**src/rtl/tlp_pkg.sv**
```systemverilog
// Shared constants, header field positions and FSM state type for the TLP transmit framer.
package tlp_pkg;

  localparam logic [2:0] FMT_MRD3 = 3'b000;
  localparam logic [2:0] FMT_MWR3 = 3'b010;
  localparam logic [4:0] TYPE_MEM = 5'b00000;

  localparam logic [3:0] BE_FULL = 4'hF;
  localparam logic [3:0] BE_NONE = 4'h0;

  localparam int DW0_FMT_LSB  = 29;
  localparam int DW0_TYPE_LSB = 24;
  localparam int DW0_LEN_LSB  = 0;

  localparam int DW1_ID_LSB  = 16;
  localparam int DW1_TAG_LSB = 8;
  localparam int DW1_LBE_LSB = 4;
  localparam int DW1_FBE_LSB = 0;

  typedef enum logic [2:0] {
    ST_IDLE,
    ST_HDR0,
    ST_HDR1,
    ST_HDR2,
    ST_DATA
  } state_e;

endpackage

```
**src/rtl/tlp_hdr_builder.sv**
```systemverilog
// Combinational mapping from a latched request descriptor to the three 3-DW header dwords.
module tlp_hdr_builder
  import tlp_pkg::*;
(
  input  logic [2:0]  fmt_i,
  input  logic [4:0]  type_i,
  input  logic [9:0]  len_i,
  input  logic [31:0] addr_i,
  input  logic [7:0]  tag_i,
  input  logic [15:0] id_i,
  output logic [31:0] dw0_o,
  output logic [31:0] dw1_o,
  output logic [31:0] dw2_o
);

  // TC, TD, EP and attr are all zero, so only fmt/type/len land in DW0.
  always_comb begin
    dw0_o = '0;
    dw0_o[DW0_FMT_LSB +: 3]   = fmt_i;
    dw0_o[DW0_TYPE_LSB +: 5]  = type_i;
    dw0_o[DW0_LEN_LSB +: 10]  = len_i;

    dw1_o = '0;
    dw1_o[DW1_ID_LSB +: 16]   = id_i;
    dw1_o[DW1_TAG_LSB +: 8]   = tag_i;
    dw1_o[DW1_LBE_LSB +: 4]   = (len_i == 10'd1) ? BE_NONE : BE_FULL;
    dw1_o[DW1_FBE_LSB +: 4]   = BE_FULL;
  end

  assign dw2_o = addr_i & 32'hFFFF_FFFC;

endmodule

```
**src/rtl/tlp_tx_framer.sv**
```systemverilog
// Transmit framer: turns a memory-request descriptor plus optional payload into a 3-DW-header TLP stream.
// state | meaning: IDLE accept descriptor; HDR0/1/2 present header dwords; DATA pass payload through.
module tlp_tx_framer
  import tlp_pkg::*;
#(
  parameter int MAX_LEN   = 16,
  parameter int CNT_WIDTH = 8
) (
  input  logic                 clk,
  input  logic                 reset,
  input  logic                 req_valid,
  output logic                 req_ready,
  input  logic [2:0]           req_fmt,
  input  logic [4:0]           req_type,
  input  logic [9:0]           req_len,
  input  logic [31:0]          req_addr,
  input  logic [7:0]           req_tag,
  input  logic [15:0]          req_id,
  input  logic                 pay_valid,
  output logic                 pay_ready,
  input  logic [31:0]          pay_data,
  output logic                 tx_valid,
  input  logic                 tx_ready,
  output logic [31:0]          tx_data,
  output logic                 tx_sop,
  output logic                 tx_eop,
  output logic                 err,
  output logic [CNT_WIDTH-1:0] tlp_count
);

  localparam logic [9:0] LEN_MAX = 10'(MAX_LEN);

  state_e               state_q, state_d;
  logic                 ready_q;
  logic                 err_q, err_d;
  logic [9:0]           rem_q, rem_d;
  logic [CNT_WIDTH-1:0] cnt_q;
  logic [2:0]           fmt_q;
  logic [4:0]           type_q;
  logic [9:0]           len_q;
  logic [31:0]          addr_q;
  logic [7:0]           tag_q;
  logic [15:0]          id_q;
  logic [31:0]          dw0, dw1, dw2;
  logic                 accept, legal;

  tlp_hdr_builder u_hdr (
    .fmt_i  (fmt_q),
    .type_i (type_q),
    .len_i  (len_q),
    .addr_i (addr_q),
    .tag_i  (tag_q),
    .id_i   (id_q),
    .dw0_o  (dw0),
    .dw1_o  (dw1),
    .dw2_o  (dw2)
  );

  assign accept = (state_q == ST_IDLE) && ready_q && req_valid;
  assign legal  = ((req_fmt == FMT_MRD3) || (req_fmt == FMT_MWR3)) &&
                  (req_type == TYPE_MEM) && (req_len != 10'd0) && (req_len <= LEN_MAX);

  always_comb begin
    state_d   = state_q;
    rem_d     = rem_q;
    err_d     = 1'b0;
    tx_valid  = 1'b0;
    tx_data   = '0;
    tx_sop    = 1'b0;
    tx_eop    = 1'b0;
    pay_ready = 1'b0;
    case (state_q)
      ST_IDLE: begin
        if (accept) begin
          if (legal) begin
            state_d = ST_HDR0;
            rem_d   = req_len;
          end else begin
            err_d = 1'b1;
          end
        end
      end
      ST_HDR0: begin
        tx_valid = 1'b1;
        tx_data  = dw0;
        tx_sop   = 1'b1;
        if (tx_ready) state_d = ST_HDR1;
      end
      ST_HDR1: begin
        tx_valid = 1'b1;
        tx_data  = dw1;
        if (tx_ready) state_d = ST_HDR2;
      end
      ST_HDR2: begin
        tx_valid = 1'b1;
        tx_data  = dw2;
        tx_eop   = (fmt_q == FMT_MRD3);
        if (tx_ready) state_d = (fmt_q == FMT_MRD3) ? ST_IDLE : ST_DATA;
      end
      ST_DATA: begin
        // Payload is a straight pass-through; only eop comes from registered state.
        tx_valid  = pay_valid;
        tx_data   = pay_data;
        pay_ready = tx_ready;
        tx_eop    = (rem_q == 10'd1);
        if (pay_valid && tx_ready) begin
          rem_d = rem_q - 10'd1;
          if (rem_q == 10'd1) state_d = ST_IDLE;
        end
      end
      default: state_d = ST_IDLE;
    endcase
  end

  always_ff @(posedge clk) begin
    if (reset) begin
      state_q <= ST_IDLE;
      ready_q <= 1'b0;
      err_q   <= 1'b0;
      rem_q   <= '0;
      cnt_q   <= '0;
      fmt_q   <= '0;
      type_q  <= '0;
      len_q   <= '0;
      addr_q  <= '0;
      tag_q   <= '0;
      id_q    <= '0;
    end else begin
      state_q <= state_d;
      ready_q <= (state_d == ST_IDLE);
      err_q   <= err_d;
      rem_q   <= rem_d;
      if (tx_valid && tx_ready && tx_eop) cnt_q <= cnt_q + 1'b1;
      if (accept) begin
        fmt_q  <= req_fmt;
        type_q <= req_type;
        len_q  <= req_len;
        addr_q <= req_addr;
        tag_q  <= req_tag;
        id_q   <= req_id;
      end
    end
  end

  assign req_ready = ready_q;
  assign err       = err_q;
  assign tlp_count = cnt_q;

endmodule

```
**config.mk**
```make
export PLATFORM = sky130hd
export DESIGN_NAME = tlp_tx_framer
export DESIGN_NICKNAME = d
export VERILOG_FILES = /design/src/rtl/tlp_pkg.sv /design/src/rtl/tlp_hdr_builder.sv /design/src/rtl/tlp_tx_framer.sv
export SDC_FILE = /design/constraint.sdc
export NUM_CORES = 1
export LEC_CHECK = 0
export ABC_AREA = 1
export ABC_CLOCK_PERIOD_IN_PS = 2009
export CORE_ASPECT_RATIO = 0.8
export CORE_MARGIN = 4
export CORE_UTILIZATION = 33
export DETAILED_ROUTE_END_ITERATION = 16
export PLACE_DENSITY = 0.65
export SYNTH_ARGS = -nofsm -noshare
export SYNTH_HDL_FRONTEND = slang
export SYNTH_SLANG_ARGS = --single-unit
```
**constraint.sdc**
```tcl
create_clock -name clk -period 2.01 [get_ports clk]
set_input_delay 0.402 -clock clk [delete_from_list [all_inputs] [get_ports clk]]
set_output_delay 0.402 -clock clk [all_outputs]
set_load 0.03 [all_outputs]
```
== Yosys cells after proc, flatten, opt, wreduce, memory -nomap -nowiden ==
Index checks and enable logic that the tools add are counted.

* Register bits after elaboration: 97
* Input bits: 111
* Output and inout bits: 46
* Word-level logic and storage cells: 65

* Add/subtract/negate cells: 2
* Magnitude comparators: 1
* Eq/ne operators: 10
* Muxes and demuxes: 20
* Bitwise gates (word level): 2
* Reductions and logical operators: 19

{| class="wikitable"
|+ Operators with widths
! operator !! number
|-
| case mux 32 bit (4 select lines) || 1
|-
| two-way mux 10 bit || 3
|-
| two-way mux 3 bit || 8
|-
| == test 10 x 1 -> 1 bit, second input constant || 2
|-
| case mux 10 bit (2 select lines) || 1
|-
| case mux 3 bit (5 select lines) || 1
|-
| zero test 3 bit || 4
|-
| <= comparator 10 x 5 -> 1 bit, second input constant || 1
|-
| nonzero test 10 bit || 1
|-
| subtractor 10 x 1 -> 10 bit, second input constant || 1
|-
| == test 3 x 2 -> 1 bit, second input constant || 3
|-
| adder 8 x 1 -> 8 bit, second input constant || 1
|-
| logical AND 1 bit || 8
|-
| inequality test 2 bit, second input constant || 3
|-
| OR reduction 3 bit || 2
|-
| zero test 5 bit || 1
|-
| two-way mux 4 bit || 1
|-
| case mux 1 bit (2 select lines) || 2
|-
| AND reduction 4 bit || 1
|-
| == test 3 x 1 -> 1 bit, second input constant || 1
|-
| == test 3 bit, second input constant || 1
|-
| two-way mux 1 bit || 3
|-
| inverter 1 bit || 2
|-
| nonzero test 2 bit || 1
|-
| logical OR 1 bit || 1
|}

== Longest topological paths before layout ==
Gate-level depths: netlist of run 1.

* Depth after elaboration: 9
* Mapped depth: 11
* Gate-level depth less buffers: 10

== Cells and area by module ==
Synthesis of run 1 repeated with hierarchy kept, for this count alone.

* Cell total of the unflattened synthesis: 853
* Area total of the unflattened synthesis: 5775.5 µm²

{| class="wikitable"
|+ Modules (own cells, without submodules)
! module !! instances !! cells each !! area an instance (µm²) !! sequential area each (µm²)
|-
| tlp_tx_framer || 1 || 746 || 5012.3 || 1941.9
|-
| tlp_hdr_builder || 1 || 107 || 763.2 || 0.0
|}

== Worst setup path after synthesis of run 1 ==
No wires, ideal clock.

* Kind: reg-to-output
* Start: reg state_q[0]
* End: out tx_data[10]
* Arrival: 1.395 ns
* Data required time: 1.608 ns
* Setup slack: 0.213 ns
* Stages on the path, launching flop included: 9
* Buffers on the path: 3
* Cells stage by stage: dfxtp_1 > inv_2 > nand2_2 > nor2_4 > buf_4 > buf_6 > buf_2 > nand2_1 > nand3_1

* Longest elaborated chain between the ends: 2
* Elaborated cells on any way between the ends: 5
* Classes of those cells: eq/ne (4); mux (1)

{| class="wikitable"
|+ Ends and longest elaborated chain
! item !! line !! source
|-
| start: declaration || tlp_tx_framer.sv:33 || <nowiki>state_e state_q, state_d;</nowiki>
|-
| start signal: assignment || tlp_tx_framer.sv:129 || <nowiki>state_q <= state_d;</nowiki>
|-
| == test 3 bit, or another cell as far along || tlp_tx_framer.sv:72 || <nowiki>case (state_q)</nowiki>
|-
| case mux 32 bit (4 select lines) * || tlp_tx_framer.sv:72 ||
|-
| end: declaration || tlp_tx_framer.sv:24 || <nowiki>output logic [31:0] tx_data,</nowiki>
|}

Every way passes the cells marked *; elsewhere a longest branch is shown, timed or not.

== Worst setup path after layout of run 1 ==
* Start: reg state_q[1]
* End: out tx_data[5]

Same word-level chain as after synthesis.

==> results of run 1 <==
-- worst max-delay path, delay by kind of cell, from the launching register on --
| family | cells | cell delay (ns) |
|---|---|---|
| flip-flops | 1 | 0.36 |
| AO/OA/AOI/OAI | 2 | 0.20 |
| AND/OR/NAND/NOR | 2 | 0.33 |
| buffers and inverters | 3 | 0.47 |
-- metrics by stage --
| step | TNS [ns] | cells | setup WS [ns] |
|---|---|---|---|
| after floorplan | 0 | 705 | 0.2132 |
| after global placement | 0 | 1031 | 0.1148 |
| after detailed placement | 0 | 1031 | 0.08485 |
| after CTS | -0.8708 | 1065 | -0.07370 |
| after global routing | -2.452 | 1071 | -0.1563 |
| final | -0.4621 | 1071 | -0.1010 |
-- timing repair --
| item | 4_1_cts | 5_1_grt |
|---|---|---|
| buffers inserted | 17 | 5 |
| cloned | 2 | 2 |
| pin swaps | 6 | 6 |
| endpoints found under the setup margin | 34 | 35 |
| gates resized for setup | 44 | 49 |
-- cells by family (layout without fill, tap and decap cells) --
kind of cell	Yosys count	count (layout)	share of synthesized area, %
buf+inv	82	268	7.618
xor+xnor	4	4	0.7510
flops	95	95	40.77
fa+ha+maj	3	3	0.8048
compound gates	124	124	14.65
simple gates	397	397	35.41
-- per-layer routing --
layer / GRT usage [%] / up-vias / wire length (um)
met5: 0 / - / 0
met4: 3.744 / 0 / 121
met3: 4.551 / 7 / 1175
met2: 30.13 / 164 / 7176
met1: 26.95 / 2370 / 7795
li1: - / 2655 / -
-- how the worst max path moves through the flow --
stage	depth (start not counted)	slack, ns	to	start
floorplan	8	0.21	tx_data[10]	state_q[0]$_SDFF_PP0_
detailed placement	8	0.08	rem_q[2]$_SDFFE_PP0P_	req_fmt[2]
CTS	9	-0.07	tx_data[5]	state_q[1]$_SDFF_PP0_
global route	7	-0.16	tx_data[5]	state_q[1]$_SDFF_PP0_
finish	7	-0.10	tx_data[5]	state_q[1]$_SDFF_PP0_
global placement	8	0.11	rem_q[5]$_SDFFE_PP0P_	req_fmt[2]
-- flip-flops by register name, summed over array words and instances (netlist names) --
name / flops
addr_q: 30
len_q: 10
id_q: 16
type_q: 5
state_q: 3
req_ready: 1
tag_q: 8
rem_q: 10
tlp_count: 8
fmt_q: 3
err: 1
-- cells in the final DEF, fill, tap and decap left out, types with 4 or more instances in the layout --
master and n:
a21oi_1 24, buf_12 8, buf_4 49, buf_6 29
clkbuf_16 11, clkdlybuf4s50_1 118, dfxtp_1 92, inv_1 33
inv_2 5, nand2_1 139, nand2_2 11, nand2_4 4
nand3_1 39, nand3_2 9, nand4_1 12, nor2_1 167
o21ai_0 80, xor2_1 4
-- final cells by class --
cell class / count / area (um^2)
Fill cell: 1363 / 6326
Multi-Input combinational cell: 528 / 2594
Timing Repair Buffer: 209 / 2156
Sequential cell: 95 / 1908
Clock buffer: 9 / 225.2
Tap cell: 180 / 225.2
Inverter: 43 / 178.9
Clock inverter: 7 / 80.08
-- where the power goes --
| part | internal [mW] | leakage [nW] | switching (mW) |
|---|---|---|---|
| registers | 1.98 | 0.782 | 0.0518 |
| logic | 0.277 | 2.36 | 0.215 |
| clock network | 0.979 | 0.143 | 0.795 |
| total | 3.24 | 3.29 | 1.06 |
==> results.json, run 1 <==
{
  "worst_pin_slew_ns": 0.5634,
  "start_util_pct": 34.06,
  "yosys-top-cells-area": "dfxtp_1 (41%), nor2_1 (14%), nand2_1 (12%), o21ai_0 (8.6%), nand3_1 (5.2%)",
  "drive_gt1_share_pct": 18.41,
  "path_class": "reg2out",
  "slowest_stage": "dfxtp_4",
  "fin_total_pwr_mw": 4.299,
  "max_slew_margin_pct": 62.04,
  "drv_cap": 0,
  "detailed_place.area_um2": 6442,
  "synth_top_area_cell": "dfxtp_1",
  "crit_arrival_ns": 1.71,
  "max_freq_ghz": 0.4737,
  "wirelength_um": 16270,
  "period_share_pct": 105.0,
  "synth.avg_cell_area_um2": 6.616,
  "gp_congestion": 0.8159,
  "crit_chain": "buf_4 -> nor3_4 -> buf_6 -> a22o_1 -> a21oi_2 -> nand2_2 -> buf_6",
  "crit_top_cell": "buf_6",
  "synth_fp_nets": 819,
  "hold_viol": 0,
  "grt_pass1_wl_um": 24740,
  "synth-async-reset-ratio_pct": 0,
  "die-area_um2": 16110,
  "finalCriticalPeriod_ns": 2.111,
  "synthTopCellsByCount": "nor2_1 (171), nand2_1 (150), dfxtp_1 (95)",
  "worstPathRequired_ns": 1.61,
  "coreArea_um2": 13690,
  "synth_flop_cell": "dfxtp_1",
  "dpl.hpwl_um": 10490,
  "ys_ff_latch": 95,
  "hp-class": "reg2reg",
  "p_leak_nw": 3.288,
  "layout.nets": 1000,
  "path_clk_slew_ns": 0.07,
  "area_delta_synth_final_pct": 57.94,
  "layout_setup_ws_ns": -0.1010,
  "die_h_um": 114.3,
  "p_per_area_nw_per_um2": 583.6,
  "numCtsBuffers": 9,
  "cts_tree": "done",
  "syn-instance-count": 705,
  "synth-edff-count": 0,
  "diodes": 0,
  "synth_top_area_share_pct": 40.77,
  "clkSinkCount": 95,
  "violations": "setup timing",
  "vias_per_cell": 4.852,
  "vias": 5196,
  "drc": 0,
  "cp-start-kind": "register",
  "drt_pass1_iterations": 5,
  "drv_slew": 0,
  "pin_count": 157,
  "synth_most_common_cell": "nor2_1",
  "cp_max_fo": 8,
  "whs_path_depth": 2,
  "worstRegToRegCells": 11,
  "synth.distinct_cells": 35,
  "skew_ns": 0.004696,
  "netlist_area_um2": 4664,
  "grt_use_total_pct": 19.13,
  "ant_nets": 0,
  "ys_seq_area_share_pct": 40.77,
  "setup_violations": 12,
  "r2r_end": "rem_q[2]$_SDFFE_PP0P_",
  "worst_setup_path_end_kind": "output pin",
  "wl_per_cell_um": 15.19,
  "utilization_pct": 53.80,
  "clockRootBuffer": "clkbuf_16",
  "reg2reg_from": "state_q[1]$_SDFF_PP0_",
  "clock_latency_ns": 0.35,
  "ir_drop_uv": 538.6,
  "rsz0062_at_grt": "yes",
  "cts_buffer_depth": 2,
  "outcome": "finished with violations",
  "hold_ws_ns": 0.4710,
  "finalInstanceArea_um2": 7367,
  "first_iter_violations": 343,
  "cts_max_level": 3,
  "antenna_found_initial": 0,
  "yosysWarnings": 0,
  "grt_max_degree": 84,
  "grt_overflow_total": 0,
  "die_w_um": 140.9,
  "min_from": "addr_q[4]$_SDFFE_PP0N_",
  "rows": 38,
  "ff2ff_setup_slack_ns": 0.10,
  "port_buffers": 154,
  "max_stage_delay_ns": 0.36,
  "hold_buffers": 0,
  "grt_pass1_vias": 4832,
  "worst_hold_path.endpoint": "addr_q[4]$_SDFFE_PP0N_"
}
Note: power is estimated with default switching activity, not from simulation.
==> inputs of run 2 (changes only) <==
- CAP_MARGIN: unset -> 20
==> results of run 2 <==
Same layout as run 1: the final DEF is identical, and so are final timing and power.
